[config.mk]
export PLATFORM = sky130hd
export DESIGN_NAME = ifetch
export DESIGN_NICKNAME = d
export VERILOG_FILES = /design/src/rtl/ifetch_pkg.sv /design/src/rtl/ifetch_sync_fifo.sv /design/src/rtl/ifetch.sv
export SDC_FILE = /design/constraint.sdc
export NUM_CORES = 1
export LEC_CHECK = 0
export ABC_AREA = 1
export CORE_UTILIZATION = 50
export CTS_CLUSTER_DIAMETER = 60
export DETAILED_ROUTE_END_ITERATION = 6
export PLACE_DENSITY = 0.85
export SYNTH_ARGS = -nofsm -noshare
export SYNTH_HDL_FRONTEND = slang
export SYNTH_SLANG_ARGS = --single-unit
[constraint.sdc]
create_clock -name clk -period 12.45 [get_ports clk]
set_input_delay 3.1125 -clock clk [delete_from_list [all_inputs] [get_ports clk]]
set_output_delay 3.1125 -clock clk [all_outputs]
set_load 0.01 [all_outputs]
[src/rtl/ifetch_pkg.sv]
// Shared constants and types for the q1 instruction fetch stage.
// Holds the reset PC default, the canonical NOP and the {pc, instr} FIFO entry.
package ifetch_pkg;

   localparam logic [31:0] RESET_PC_DEF = 32'h0000_0000;
   localparam logic [31:0] INSTR_NOP    = 32'h0000_0013;
   localparam logic [31:0] PC_INCR      = 32'h0000_0004;

   typedef struct packed {
      logic [31:0] pc;
      logic [31:0] instr;
   } fetch_entry_t;

   // Instruction fetches are always word aligned; low address bits are dropped.
   function automatic logic [31:0] align_pc(input logic [31:0] addr);
      return addr & 32'hFFFF_FFFC;
   endfunction

endpackage

[src/rtl/ifetch_sync_fifo.sv]
// First-word-fall-through synchronous FIFO with synchronous flush and occupancy count.
// Reads return zero while empty so downstream sees a clean value.
module sync_fifo #(
   parameter int WIDTH = 64,
   parameter int DEPTH = 4
) (
   input  logic                     clk,
   input  logic                     rst,
   input  logic                     flush,
   input  logic                     push,
   input  logic [WIDTH-1:0]         wdata,
   input  logic                     pop,
   output logic [WIDTH-1:0]         rdata,
   output logic                     empty,
   output logic                     full,
   output logic [$clog2(DEPTH):0]   count
);

   localparam int AW = $clog2(DEPTH);

   logic [WIDTH-1:0] mem_r [DEPTH];
   logic [AW-1:0]    wr_ptr_r;
   logic [AW-1:0]    rd_ptr_r;
   logic [AW:0]      count_r;
   logic             do_push_s;
   logic             do_pop_s;

   assign empty     = (count_r == {(AW+1){1'b0}});
   assign full      = (count_r == (AW+1)'(DEPTH));
   assign count     = count_r;
   assign do_push_s = push && !full && !flush;
   assign do_pop_s  = pop && !empty && !flush;
   assign rdata     = empty ? {WIDTH{1'b0}} : mem_r[rd_ptr_r];

   // Pointer and occupancy tracking; flush empties the FIFO in one edge.
   always_ff @(posedge clk) begin
      if (rst || flush) begin
         wr_ptr_r <= {AW{1'b0}};
         rd_ptr_r <= {AW{1'b0}};
         count_r  <= {(AW+1){1'b0}};
      end else begin
         if (do_push_s) wr_ptr_r <= wr_ptr_r + AW'(1'b1);
         if (do_pop_s)  rd_ptr_r <= rd_ptr_r + AW'(1'b1);
         case ({do_push_s, do_pop_s})
            2'b10:   count_r <= count_r + (AW+1)'(1'b1);
            2'b01:   count_r <= count_r - (AW+1)'(1'b1);
            default: count_r <= count_r;
         endcase
      end
   end

   // Storage array; contents are only meaningful behind a valid count.
   always_ff @(posedge clk) begin
      if (do_push_s) mem_r[wr_ptr_r] <= wdata;
   end

endmodule

[src/rtl/ifetch.sv]
// q1 fetch stage: owns the PC, issues credit-limited word fetches, buffers responses
// in a prefetch FIFO and hands {instr, pc, pc+4} to q1q2; redirects flush everything.
module ifetch
   import ifetch_pkg::*;
#(
   parameter logic [31:0] RESET_PC = RESET_PC_DEF,
   parameter int          DEPTH    = 4
) (
   input  logic        clk,
   input  logic        rst,
   output logic        imem_req_valid_o,
   input  logic        imem_req_ready_i,
   output logic [31:0] imem_req_addr_o,
   input  logic        imem_rsp_valid_i,
   input  logic [31:0] imem_rsp_data_i,
   input  logic        redirect_i,
   input  logic [31:0] redirect_pc_i,
   output logic        instr_valid_o,
   input  logic        instr_ready_i,
   output logic [31:0] instr_o,
   output logic [31:0] pc_o,
   output logic [31:0] pc_incr_o
);

   localparam int CW = $clog2(DEPTH) + 1;

   logic [31:0]   fetch_pc_r;
   logic [CW-1:0] outstanding_r;
   logic [CW-1:0] drop_cnt_r;

   logic [31:0]   pc_next_s;
   logic [CW-1:0] out_next_s;
   logic [CW-1:0] drop_next_s;
   logic [CW-1:0] fifo_count_s;
   logic [CW:0]   inflight_s;
   logic [CW-1:0] pend_keep_s;
   logic [31:0]   rsp_pc_s;
   logic          fifo_empty_s;
   logic          fifo_full_s;
   logic          credit_ok_s;
   logic          req_fire_s;
   logic          rsp_keep_s;
   logic          rsp_drop_s;
   logic          push_s;
   logic          pop_s;
   fetch_entry_t  wr_entry_s;
   fetch_entry_t  head_s;

   // Credit counts both buffered and in-flight words so every response finds a slot.
   assign inflight_s  = {1'b0, fifo_count_s} + {1'b0, outstanding_r};
   assign credit_ok_s = (inflight_s < (CW+1)'(DEPTH));

   assign imem_req_valid_o = !rst && credit_ok_s && !redirect_i;
   assign imem_req_addr_o  = fetch_pc_r;
   assign req_fire_s       = imem_req_valid_o && imem_req_ready_i;

   assign rsp_keep_s = imem_rsp_valid_i && (drop_cnt_r == {CW{1'b0}});
   assign rsp_drop_s = imem_rsp_valid_i && (drop_cnt_r != {CW{1'b0}});

   // Surviving requests are contiguous from the last redirect, so the oldest
   // one's PC is recovered from fetch_pc instead of being stored.
   assign pend_keep_s = outstanding_r - drop_cnt_r;
   assign rsp_pc_s    = fetch_pc_r - {{(30-CW){1'b0}}, pend_keep_s, 2'b00};

   assign push_s     = rsp_keep_s && !redirect_i && !fifo_full_s;
   assign pop_s      = instr_valid_o && instr_ready_i;
   assign wr_entry_s = '{pc: rsp_pc_s, instr: imem_rsp_data_i};

   sync_fifo #(
      .WIDTH ($bits(fetch_entry_t)),
      .DEPTH (DEPTH)
   ) u_fifo (
      .clk   (clk),
      .rst   (rst),
      .flush (redirect_i),
      .push  (push_s),
      .wdata (wr_entry_s),
      .pop   (pop_s),
      .rdata (head_s),
      .empty (fifo_empty_s),
      .full  (fifo_full_s),
      .count (fifo_count_s)
   );

   assign instr_valid_o = !fifo_empty_s && !redirect_i;
   assign instr_o       = head_s.instr;
   assign pc_o          = head_s.pc;
   assign pc_incr_o     = head_s.pc + PC_INCR;

   // Next-state for PC, outstanding and drop counters.
   always_comb begin
      out_next_s  = outstanding_r;
      drop_next_s = drop_cnt_r;
      pc_next_s   = fetch_pc_r;
      case ({req_fire_s, imem_rsp_valid_i})
         2'b10:   out_next_s = outstanding_r + CW'(1'b1);
         2'b01:   out_next_s = outstanding_r - CW'(1'b1);
         default: out_next_s = outstanding_r;
      endcase
      if (redirect_i) begin
         // Every request still unanswered after this cycle belongs to the old path.
         drop_next_s = out_next_s;
         pc_next_s   = align_pc(redirect_pc_i);
      end else begin
         drop_next_s = rsp_drop_s ? (drop_cnt_r - CW'(1'b1)) : drop_cnt_r;
         pc_next_s   = req_fire_s ? (fetch_pc_r + PC_INCR) : fetch_pc_r;
      end
   end

   // Fetch state registers with synchronous reset.
   always_ff @(posedge clk) begin
      if (rst) begin
         fetch_pc_r    <= RESET_PC;
         outstanding_r <= {CW{1'b0}};
         drop_cnt_r    <= {CW{1'b0}};
      end else begin
         fetch_pc_r    <= pc_next_s;
         outstanding_r <= out_next_s;
         drop_cnt_r    <= drop_next_s;
      end
   end

endmodule
# Yosys cells after proc, flatten, opt, wreduce, memory -nomap -nowiden
# Memories as Yosys holds them, arrays and structs flattened. A register that Yosys moved wholly into a read port is not among the register bits.
# Index checks and enable logic that the tools add are counted.
word_totals:
  latchBits: 0
  ff_bits: 45
  memories: 1
  ramBits: 256
  word_cells: 62
  output_inout_bits: 130
  input_bits: 70
  romBits: 0
memory_table:
  columns: ["name", "words", "word_bits", "rd", "rd_ports_with_merged_regs", "wr", "line", "rtl"]
  rows:
  - ["u_fifo.mem_r", 4, 64, 1, 1, 1, "ifetch_sync_fifo.sv:21", "logic [WIDTH-1:0] mem_r [DEPTH];"]
classes:
  bitwise: 0
  multipliers: 0
  n_div: 0
  shifts: 0
  n_mux: 11
  n_lt_le_gt_ge: 1
  n_addsub: 12
  n_eq_ne: 5
  n_reduce_logical: 25
op_table:
  columns: ["op", "count"]
  rows:
  - ["32-bit by 3-bit adder with 32-bit output, second input constant", 2]
  - ["32-bit two-way mux", 2]
  - ["64-bit two-way mux", 1]
  - ["32-bit by 5-bit subtractor with 32-bit output", 1]
  - ["1-bit logical AND", 13]
  - ["3-bit one-hot mux with 2 select lines", 2]
  - ["3-bit by 1-bit subtractor with 3-bit output, second input constant", 3]
  - ["3-bit by 1-bit adder with 3-bit output, second input constant", 2]
  - ["3-bit logical NOT", 2]
  - ["3-bit two-way mux", 2]
  - ["2-bit nonzero test", 3]
  - ["2-bit by 1-bit adder with 2-bit output, second input constant", 2]
  - ["3-bit by 3-bit adder with 4-bit output", 1]
  - ["2-bit by 1-bit == test with 1-bit output, second input constant", 2]
  - ["2-bit == test, second input constant", 2]
  - ["1-bit logical NOT", 4]
  - ["4-bit by 3-bit < comparator with 1-bit output, second input constant", 1]
  - ["2-bit two-way mux", 2]
  - ["3-bit == test, second input constant", 1]
  - ["3-bit nonzero test", 1]
  - ["3-bit subtractor", 1]
  - ["1-bit two-way mux", 2]
  - ["2-bit OR reduction", 1]
  - ["1-bit logical OR", 1]

# Logic depth before layout (Yosys ltp)
# Gate-level depths: netlist (run 1).
logic_depth:
  depth_word: 8
  depth_mapped: 17
  depth_no_buf: 16

# By module
# Synthesis (run 1) repeated with hierarchy kept, for this count alone.
hier_totals:
  cells_unflattened: 1587
  hier_area_um2: 14784.2
modules_own_cells:
  columns: ["module", "n_inst", "cells_per_inst", "area_per_inst_um2", "seq_area_each_um2"]
  rows:
  - ["sync_fifo", 1, 830, 10426.2, 7867.5]
  - ["ifetch", 1, 757, 4357.9, 720.7]

# Worst setup path after synthesis (run 1)
# No wires, ideal clock.
synth_timing:
  kind: "input-to-output"
  start: "input redirect_i"
  end: "output imem_req_valid_o"
  required_ns: 9.337
  setup_slack_ns: 5.660
  cell_stages: 4
  path_buffers: 1
  t_arrival_ns: 3.677
  cell_sequence: "buf_4 nor2_4 nand2_1 nor2_2"
synth_between:
  elab_chain_len: 2
synth_rtl:
  columns: ["item", "line", "rtl"]
  rows:
  - ["start, declared", "ifetch.sv:16", "input logic redirect_i,"]
  - ["1-bit logical NOT", "ifetch.sv:53", "assign imem_req_valid_o = !rst && credit_ok_s && !redirect_i;"]
  - ["1-bit logical AND", "ifetch.sv:53", null]
  - ["end, declared", "ifetch.sv:11", "output logic imem_req_valid_o,"]
# No other way between the ends.

# Worst setup path after layout (run 1)
# Ends and elaborated chain as after synthesis.

==> metrics, run 1 <==
status=finished clean; Detail Placement HPWL=24,360 µm; Multi-input gate area=approximately 5500 µm²; Clock Pin Slew Worst Setup and Hold Paths=about 0.06 ns; core area=between 20,000 and 30,000 µm²; most common cell in the netlist=nand2_1; TritonCTS Buffers=29; Sequential Area=8353 µm²; minimum clock period=between 7 and 8 ns; share of post-route cells with drive strength above 1=7.574%; Worst-Margin Slew=about 1.1 ns; Pre-Repair DR Iteration Count=6; Vias/cell=approximately 5.3; gr usage total=around 24%; fin crit share=between 60% and 70%; GRT Residual Overflow=0; Hold Path Stages=1; Hold Fails Final Rpt=0; Max stage delay on crit path=between 0.5 and 0.6 ns; skew final=0.01104 ns; Tightest Hold Check Type=flip-flop to flip-flop; Initial Util=51.32%; CP bufs+invs=3; Synth area leader=edfxtp_1; synthesis-stage register bit count=a little under 300; vias in the first global route=between 10,000 and 15,000; initial antenna violation count=1; wire length per cell=between 15 and 20 µm; # rows=62; overall power=around 2.3 mW; peak supply drop=approximately 86 µV; crit path capture type=output pin; Layout area overhead=19.96%; fmax=~130 MHz; most numerous cell on the critical path=clkdlybuf4s50_1; Final ANT Viol Nets=0; Post-Syn Area=14,890 µm²; peak fanout along the critical path=28; fraction of registers with async set/reset=0%; largest net degree at the start of global routing=around 130; Setup TNS=0 ns; Req. time, crit path=about 9.3 ns; # IOs=200; Post-synth EDFFs=248; Mapped Avg Cell Area=roughly 9.1 µm²; Worst slew margin=about a quarter; first-pass GRT wire length=between 50,000 and 60,000 µm; root buf cell=clkbuf_16; Arrival @ worst endpoint=4.82 ns; CTS Buffer Depth=3; crit-path cells=clkdlybuf4s50_1, buf_4, nor2_4, nand2_1, nor2_2, clkdlybuf4s50_1; Post-Layout Cell Count=about 2,200; endpoints failing setup=0; Crit path max-delay family=buffers and inverters; Setup CP Type=input port to output pin; final core occ=about three fifths; worst r2r src=outstanding_r[0]$_SDFF_PP0_; max_cap viols=0; H-tree depth=1; leak pwr=6.781 nW; die height=~170 µm; Placed Instances=2,152; Synth top cells by count=399 x nand2_1, 258 x nor2_1, 248 x edfxtp_1; GP Congestion=around 0.94; Post-Synthesis Cells=between 1,500 and 2,000; sequential area share after synthesis=between 50% and 60%; TritonCTS clock tree=built; Die X=between 150 and 200 µm; Post-CTS Hold Buffers=0; unrepaired setup endpoints after global routing=no; yosys warns=0; Port Buf Inserts=approximately 190; # fillers=roughly 2,300; R2R depth=14; Iter 0 DRT Violations=a little over 1,000; ys flop type=edfxtp_1; postcts setup bufs=0; nets@finish=about 1,900; Clock Latency Late Sink=approximately 0.55 ns; post-synthesis cell type count=45; drt total wl=around 37,000 µm; Critical R2R Capture=u_fifo.mem_r[3][63]$_DFFE_PP_; clock sink count=about 290; power per cell area=roughly 130 nW/µm²; DRC Markers=0; area of the die=30,470 µm²; Yosys top cell area share=approximately half; Critical-path top delay cell=clkdlybuf4s50_1; flop-to-flop setup slack=about 9.1 ns; vias post-DR=roughly 12,000; Post-CTS Resized=0; CP Launch Type=input port; Hold WS=between 0.5 and 0.6 ns; Slew Viols, Final=0; top cells by area, synth=edfxtp_1 50%, nand2_1 10%, nor2_1 6.5%; Hold Crit Start=u_fifo.rd_ptr_r[1]$_SDFFE_PP0P_
registers in the layout, indices dropped and copies added (netlist names), named ones only:
name / count
outstanding_r: 3
u_fifo.count: 3
imem_req_addr_o: 30
u_fifo.mem_r: 248
u_fifo.wr_ptr_r: 2
drop_cnt_r: 3
u_fifo.rd_ptr_r: 2
how the worst max path moves through the flow:
stage / start / end / depth (start not counted)
2_1_floorplan: redirect_i / imem_req_valid_o / 4
3_3_place_gp: redirect_i / imem_req_valid_o / 6
3_5_place_dp: redirect_i / imem_req_valid_o / 6
4_1_cts: redirect_i / imem_req_valid_o / 6
5_1_grt: redirect_i / imem_req_valid_o / 6
6_report: redirect_i / imem_req_valid_o / 6
metal layers:
layer | track usage [%] | up-vias | wire length, µm
met3 | 3.264 | 67 | 2805
met2 | 40.55 | 475 | 17640
li1 | - | 5724 | -
met1 | 32.25 | 5511 | 15630
met4 | 7.572 | 0 | 896
met5 | 0 | - | 0
kinds of logic (layout without fill, tap and decap cells):
family | after synthesis | count (layout) | share of synthesized area (%)
AND/OR/NAND/NOR | 864 | 864 | 25.44
adder cells (fa/ha/maj) | 20 | 20 | 1.882
AO/OA/AOI/OAI | 179 | 179 | 6.336
XOR/XNOR | 55 | 55 | 3.235
buffers and inverters | 225 | 405 | 7.016
flip-flops | 293 | 293 | 56.06
other | 1 | 7 | 0.02518
metrics by stage:
step / instance area (µm²) / setup WS (ns)
5_1_grt: 17860 / 4.412
6_report: 17860 / 4.513
4_1_cts: 17860 / 4.511
3_3_place_gp: 16940 / 4.516
3_5_place_dp: 16940 / 4.524
2_1_floorplan: 14910 / 5.660
cell usage in the layout (no fill, tap or decap), types with 3 or more instances in the layout:
| cell type | synthesis | routed |
|---|---|---|
| clkbuf_16 | 0 | 29 |
| nand2_2 | 11 | 11 |
| inv_1 | 134 | 134 |
| clkdlybuf4s50_1 | 0 | 191 |
| nor3_1 | 13 | 13 |
| nand3_2 | 13 | 13 |
| clkbuf_1 | 22 | 5 |
| dfxtp_1 | 45 | 43 |
| nand3_1 | 106 | 106 |
| nor2_1 | 258 | 254 |
| xor2_1 | 50 | 50 |
| o221ai_1 | 3 | 3 |
| fa_1 | 4 | 4 |
| xnor2_1 | 5 | 5 |
| inv_2 | 14 | 14 |
| buf_4 | 17 | 11 |
| ha_1 | 16 | 16 |
| conb_1 | 1 | 6 |
| nand2_1 | 399 | 399 |
| nand4_1 | 21 | 21 |
| clkinv_1 | 0 | 6 |
| nor2_2 | 16 | 16 |
| edfxtp_1 | 248 | 248 |
| a31oi_1 | 6 | 6 |
| a21oi_1 | 60 | 60 |
| clkinv_4 | 0 | 4 |
| nor2_4 | 15 | 19 |
| o21ai_0 | 100 | 100 |
| clkinv_2 | 0 | 4 |
power by group:
group,total (mW),leakage [nW],switching [mW],internal (mW)
combinational,0.289,3.70,0.183,0.105
clock,0.837,0.448,0.363,0.473
sequential,1.15,2.63,0.0222,1.13
total,2.27,6.78,0.569,1.70
area by class of cell:
| class | count | area share (%) |
|---|---|---|
| diodes | 1 | 0.01401 |
| clock buffers | 34 | 4.168 |
| clock inverters | 20 | 0.9737 |
| inverters | 149 | 3.173 |
| multi-input cells | 1124 | 31.05 |
| flip-flops and latches | 293 | 46.76 |
| well taps | 384 | 2.690 |
| repair buffers | 202 | 11.17 |
Note: power is estimated with default switching activity, not from simulation.
==> inputs of run 2 (changes only) <==
Settings changed: PLACE_DENSITY 0.85 to 0.88.
Clock period 12.45 ns to 6.7 ns, I/O delays scaled along.
==> metrics, run 2 (synthesis results as in run 1) <==
Multi-input gate area=5547 µm² (unchanged); crit path capture type=output pin; Tightest Hold Check Type=flip-flop to flip-flop; fmax=about 180 MHz; Vias/cell=5.450 (+2.1%); most numerous cell on the critical path=nand3_1; met2 Resource Use GR=41.90% (+1.3 points); Crit path max-delay family=simple AND/OR/NAND/NOR gates; vias in the first global route=11,610 (+1.0%); CP bufs+invs=3 (unchanged); global routing's busiest layer=met2; core area=29,010 µm² (unchanged); # fillers=2,265 (-1.0%); # IOs=200 (unchanged); Sequential Area=8353 µm² (unchanged); M1 GR Usage=33.81% (+1.6 points); Max stage delay on crit path=0.57 ns (about the same); GP Congestion=0.9160 (-2.4%); drt total wl=38,320 µm (+3.7%); Iter 0 DRT Violations=1,237 (+21%); Pre-Repair DR Iteration Count=5 (-1); status=finished clean; fin crit share=~84%; Worst slew margin=29.43% (+6.0 points); share of post-route cells with drive strength above 1=7.304% (-0.27 points); nets@finish=1,889 (unchanged); Die X=174.6 µm (unchanged); peak fanout along the critical path=124 (+340%); Port Buf Inserts=191 (unchanged); power per cell area=234.1 nW/µm² (+84%); # rows=62 (unchanged); gr usage total=24.78% (+0.73 points); clock sink count=293 (unchanged); H-tree depth=1 (unchanged); Worst-Margin Slew=1.052 ns (-0.09637 ns); peak supply drop=230.2 µV (+170%); most common cell after layout, fill and taps aside=nand2_1; Critical-path top delay cell=dfxtp_4; endpoints failing setup=0 (unchanged); area of the die=30,470 µm² (unchanged); Hold Fails Final Rpt=0 (unchanged); Setup WS post-layout=1.041 ns (-3.472 ns); DRC Markers=0 (unchanged); Post-CTS Resized=0 (unchanged); skew final=0.01814 ns (+0.007100 ns); TritonCTS Buffers=29 (unchanged); Arrival @ worst endpoint=3.98 ns (-0.84 ns); Req. time, crit path=5.03 ns (-4.31 ns); Post-Layout Cell Count=2,206 (-0.045%); unrepaired setup endpoints after global routing=no; Setup TNS=0 ns (unchanged); vias post-DR=12,020 (+2.1%); leak pwr=6.762 nW (-0.28%); met3 usage=2.676% (-0.59 points); Placed Instances=2,152 (unchanged); Post-CTS Hold Buffers=0 (unchanged); wire length per cell=17.37 µm (+3.7%); Detail Placement HPWL=25,090 µm (+3.0%); crit-path cells=inv_8, nand2_1, nand3_1, and2_1, inv_1, nor2_1, ha_1, nand3_1, nor2_4, nand2_4, nor2_8, nand2_2, xor2_1, clkdlybuf4s50_1; Setup CP Type=flip-flop to output pin; minimum clock period=roughly 5.7 ns; most frequent cells in the layout=399 x nand2_1, 254 x nor2_1, 248 x edfxtp_1; max_cap viols=0 (unchanged); postcts setup bufs=0 (unchanged); Initial Util=51.32% (unchanged); root buf cell=clkbuf_16; initial antenna violation count=1 (unchanged); GRT Residual Overflow=0 (unchanged); TritonCTS clock tree=built; CTS Buffer Depth=3 (unchanged); CP Launch Type=flip-flop; Top reg by flops=u_fifo.mem_r; Clock Latency Late Sink=0.56 ns (about the same); pre-CTS setup slack=1.561 ns (-2.963 ns); largest net degree at the start of global routing=125 (unchanged); Layout area overhead=19.72%; first-pass GRT wire length=59,770 µm (+2.7%); final core occ=61.45% (-0.12 points); Slew Viols, Final=0 (unchanged); Clock Pin Slew Worst Setup and Hold Paths=0.07 ns (about the same); Final ANT Viol Nets=0 (unchanged); max reg flops=248 (unchanged); die height=174.6 µm (unchanged)
-- run 2: path summary, 6_finish.rpt --
check,start,to,slack (ns),cells after the start
max reg2reg,outstanding_r[0]$_SDFF_PP0_,u_fifo.mem_r[1][59]$_DFFE_PP_,3.16,13
min,u_fifo.rd_ptr_r[1]$_SDFFE_PP0P_,flip-flop,0.52,1
max,flip-flop,pc_incr_o[16],1.04,14
min reg2reg,u_fifo.rd_ptr_r[1]$_SDFFE_PP0P_,flip-flop,0.52,1
-- run 2: worst reg2reg max path: stages, from the launching register on --
cell	delay, ns
dfxtp_1	0.35
inv_1	0.14
ha_1	0.16
inv_1	0.05
fa_1	0.37
xnor2_1	0.20
xor2_1	0.22
ha_1	0.31
a21oi_1	0.16
nand2_1	0.11
nor2_1	0.15
nand2_1	0.17
nor3_1	0.40
xor2_1	0.48
-- run 2: per-stage QoR --
step	total power, mW	area [µm²]	hold WS [ns]
6_report	4.173	17830	0.5184
5_1_grt	4.319	17830	0.5481
4_1_cts	4.178	17820	0.5201
3_5_place_dp	2.705	16950	0.5049
3_3_place_gp	2.678	16950	0.4914
2_1_floorplan	2.479	14910	0.4567
-- run 2: final cells by class --
type	instances	area share [%]
Antenna cell	1	0.01404
Clock buffer	37	4.239
Clock inverter	16	0.6457
Inverter	149	3.179
Multi-Input combinational cell	1124	31.11
Sequential cell	293	46.86
Tap cell	384	2.695
Timing Repair Buffer	202	11.26
-- run 2: power breakdown --
part           switching (mW)  leakage, nW  internal [mW]
Clock                   0.682        0.425          0.809
Sequential             0.0454         2.63           2.09
Combinational           0.349         3.71          0.197
-- run 2: per-layer routing --
layer  wire, µm  part of all wire [%]
met5          0                     0
met4        875                   2.3
met3       3005                   7.8
met2      18340                    48
met1      16100                    42
==> inputs of run 3 (changes only) <==
Settings changed: PLACE_DENSITY 0.88 to 0.85.
Clock period 6.7 ns to 5.3 ns, I/O delays scaled along.
==> metrics, run 3 (synthesis results as in run 1) <==
clock sink count=293 (unchanged); fin crit share=around 94%; Clock Power Share=35.6% (about the same); fmax=201.3 MHz; status=finished clean; Worst-Margin Slew=1.204 ns (+0.1515 ns); Max stage delay on crit path=0.54 ns (-0.03 ns); Slew Viols, Final=0 (unchanged); Initial Util=51.32% (unchanged); final core occ=61.57% (+0.12 points); leak pwr=6.770 nW (+0.12%); Worst slew margin=19.27% (-10 points); minimum clock period=around 5 ns; core area=29,010 µm² (unchanged); Ant. Diodes=0 (-1); Iter 0 DRT Violations=954 (-23%); initial antenna violation count=0 (-1); TritonCTS Buffers=28 (-3.4%); most numerous cell on the critical path=nand2_1; Final ANT Viol Nets=0 (unchanged); share of post-route cells with drive strength above 1=7.371% (+0.067 points); gr usage total=23.74% (-1.0 points); Post-CTS Hold Buffers=0 (unchanged); switching pwr=1.287 mW (+20%); Placed Instances=2,155 (+0.14%); GRT Residual Overflow=0 (unchanged); overall power=5.244 mW (+26%); Flop pwr share=51.4% (+0.2 points); die height=174.6 µm (unchanged); Clock Latency Late Sink=0.54 ns (-0.02 ns); nets@finish=1,891 (+0.11%); crit path capture type=output pin; peak fanout along the critical path=75 (-40%); Multi-input gate area=5547 µm² (unchanged); drt total wl=36,930 µm (-3.6%); CP Launch Type=flip-flop; Tightest Hold Check Type=flip-flop to flip-flop; Post-Layout Cell Count=2,202 (-0.18%); Hold Fails Final Rpt=0 (unchanged); Setup TNS=0 ns (unchanged); peak supply drop=248.9 µV (+8.1%); endpoints failing setup=0 (unchanged); unrepaired setup endpoints after global routing=no; skew final=0.01137 ns (-0.006768 ns); DRC Markers=0 (unchanged); TritonCTS clock tree=built; Setup WS post-layout=0.3323 ns (-0.7087 ns); Pre-Repair DR Iteration Count=7 (+2); max reg flops=248 (unchanged); GP Congestion=0.9219 (+0.64%); Req. time, crit path=3.97 ns (-1.06 ns); CTS Buffer Depth=3 (unchanged); vias in the first global route=11,120 (-4.3%); Port Buf Inserts=191 (unchanged); largest net degree at the start of global routing=82 (-34%); power per cell area=293.5 nW/µm² (+25%); Setup CP Type=flip-flop to output pin; # rows=62 (unchanged); Arrival @ worst endpoint=3.64 ns (-0.34 ns); root buf cell=clkbuf_16; area of the die=30,470 µm² (unchanged); internal power=3.957 mW (+28%); Comb pwr share=13.0% (about the same); Vias/cell=5.357 (-1.7%); crit-path cells=inv_8, buf_4, nand2_1, nand3_1, nand2_1, inv_2, nand2_1, nor2_1, nand2_1, nor2_2, nand4_1, nand2_1, clkdlybuf4s50_1; Critical-path top delay cell=clkdlybuf4s50_1; wire length per cell=16.77 µm (-3.4%); Layout area overhead=19.96%; # fillers=2,340 (+3.3%); most common cell after layout, fill and taps aside=nand2_1; H-tree depth=1 (unchanged); max_cap viols=0 (unchanged); Detail Placement HPWL=24,570 µm (-2.1%); pre-CTS setup slack=0.9542 ns (-0.6064 ns); Die X=174.6 µm (unchanged); most frequent cells in the layout=399 x nand2_1, 254 x nor2_1, 248 x edfxtp_1; first-pass GRT wire length=57,530 µm (-3.7%); vias post-DR=11,800 (-1.9%); # IOs=200 (unchanged); Sequential Area=8353 µm² (unchanged); Net Sw Frac=24.55% (-1.2 points); Top reg by flops=u_fifo.mem_r; postcts setup bufs=0 (unchanged); Clock Pin Slew Worst Setup and Hold Paths=0.07 ns (about the same); Post-CTS Resized=0 (unchanged)
[run 3: routing by layer]
| layer | track usage, % | vias to the layer above | routed length, µm |
|---|---|---|---|
| met1 | 32.62 | 5582 | 15970 |
| met4 | 5.290 | 0 | 639 |
| li1 | - | 5713 | - |
| met5 | 0 | - | 0 |
| met2 | 40.55 | 451 | 17720 |
| met3 | 2.698 | 51 | 2600 |
[run 3: final cells by class]
class | count | share of cell area, %
clock inverter | 12 | 0.6864
tap | 384 | 2.690
multi-input combinational | 1124 | 31.05
timing repair buffer | 205 | 11.57
inverter | 149 | 3.173
clock buffer | 35 | 4.069
sequential | 293 | 46.76
[run 3: path summary, 6_finish.rpt]
check                             startpoint                         endpoint  slack [ns]  cells after the start
max                                flip-flop                    pc_incr_o[28]        0.33                     13
max reg2reg      outstanding_r[0]$_SDFF_PP0_    u_fifo.mem_r[3][63]$_DFFE_PP_        1.81                     14
min          u_fifo.wr_ptr_r[1]$_SDFFE_PP0P_  u_fifo.wr_ptr_r[1]$_SDFFE_PP0P_        0.54                      2
min reg2reg  u_fifo.wr_ptr_r[1]$_SDFFE_PP0P_  u_fifo.wr_ptr_r[1]$_SDFFE_PP0P_        0.54                      2
[run 3: metrics by stage]
step / instance area, µm² / hold WS, ns
2_1_floorplan: 14910 / 0.4567
3_3_place_gp: 17010 / 0.5054
3_5_place_dp: 17010 / 0.5192
4_1_cts: 17860 / 0.5433
5_1_grt: 17860 / 0.5532
6_report: 17860 / 0.5358
[run 3: power by group through the flow]
stage | combinational, mW | sequential, mW | clock, mW
finish | 0.682 | 2.70 | 1.86
global route | 0.751 | 2.70 | 1.97
CTS | 0.678 | 2.70 | 1.88
detailed placement | 0.673 | 2.74 | 0
global placement | 0.644 | 2.74 | 0
floorplan | 0.402 | 2.73 | 0
[run 3: worst max-delay path: cells and delay by family (launching register included)]
kind                   cells  cell delay (ns)
buffers and inverters      4             1.43
AND/OR/NAND/NOR            9             1.20
flip-flops                 1             0.40
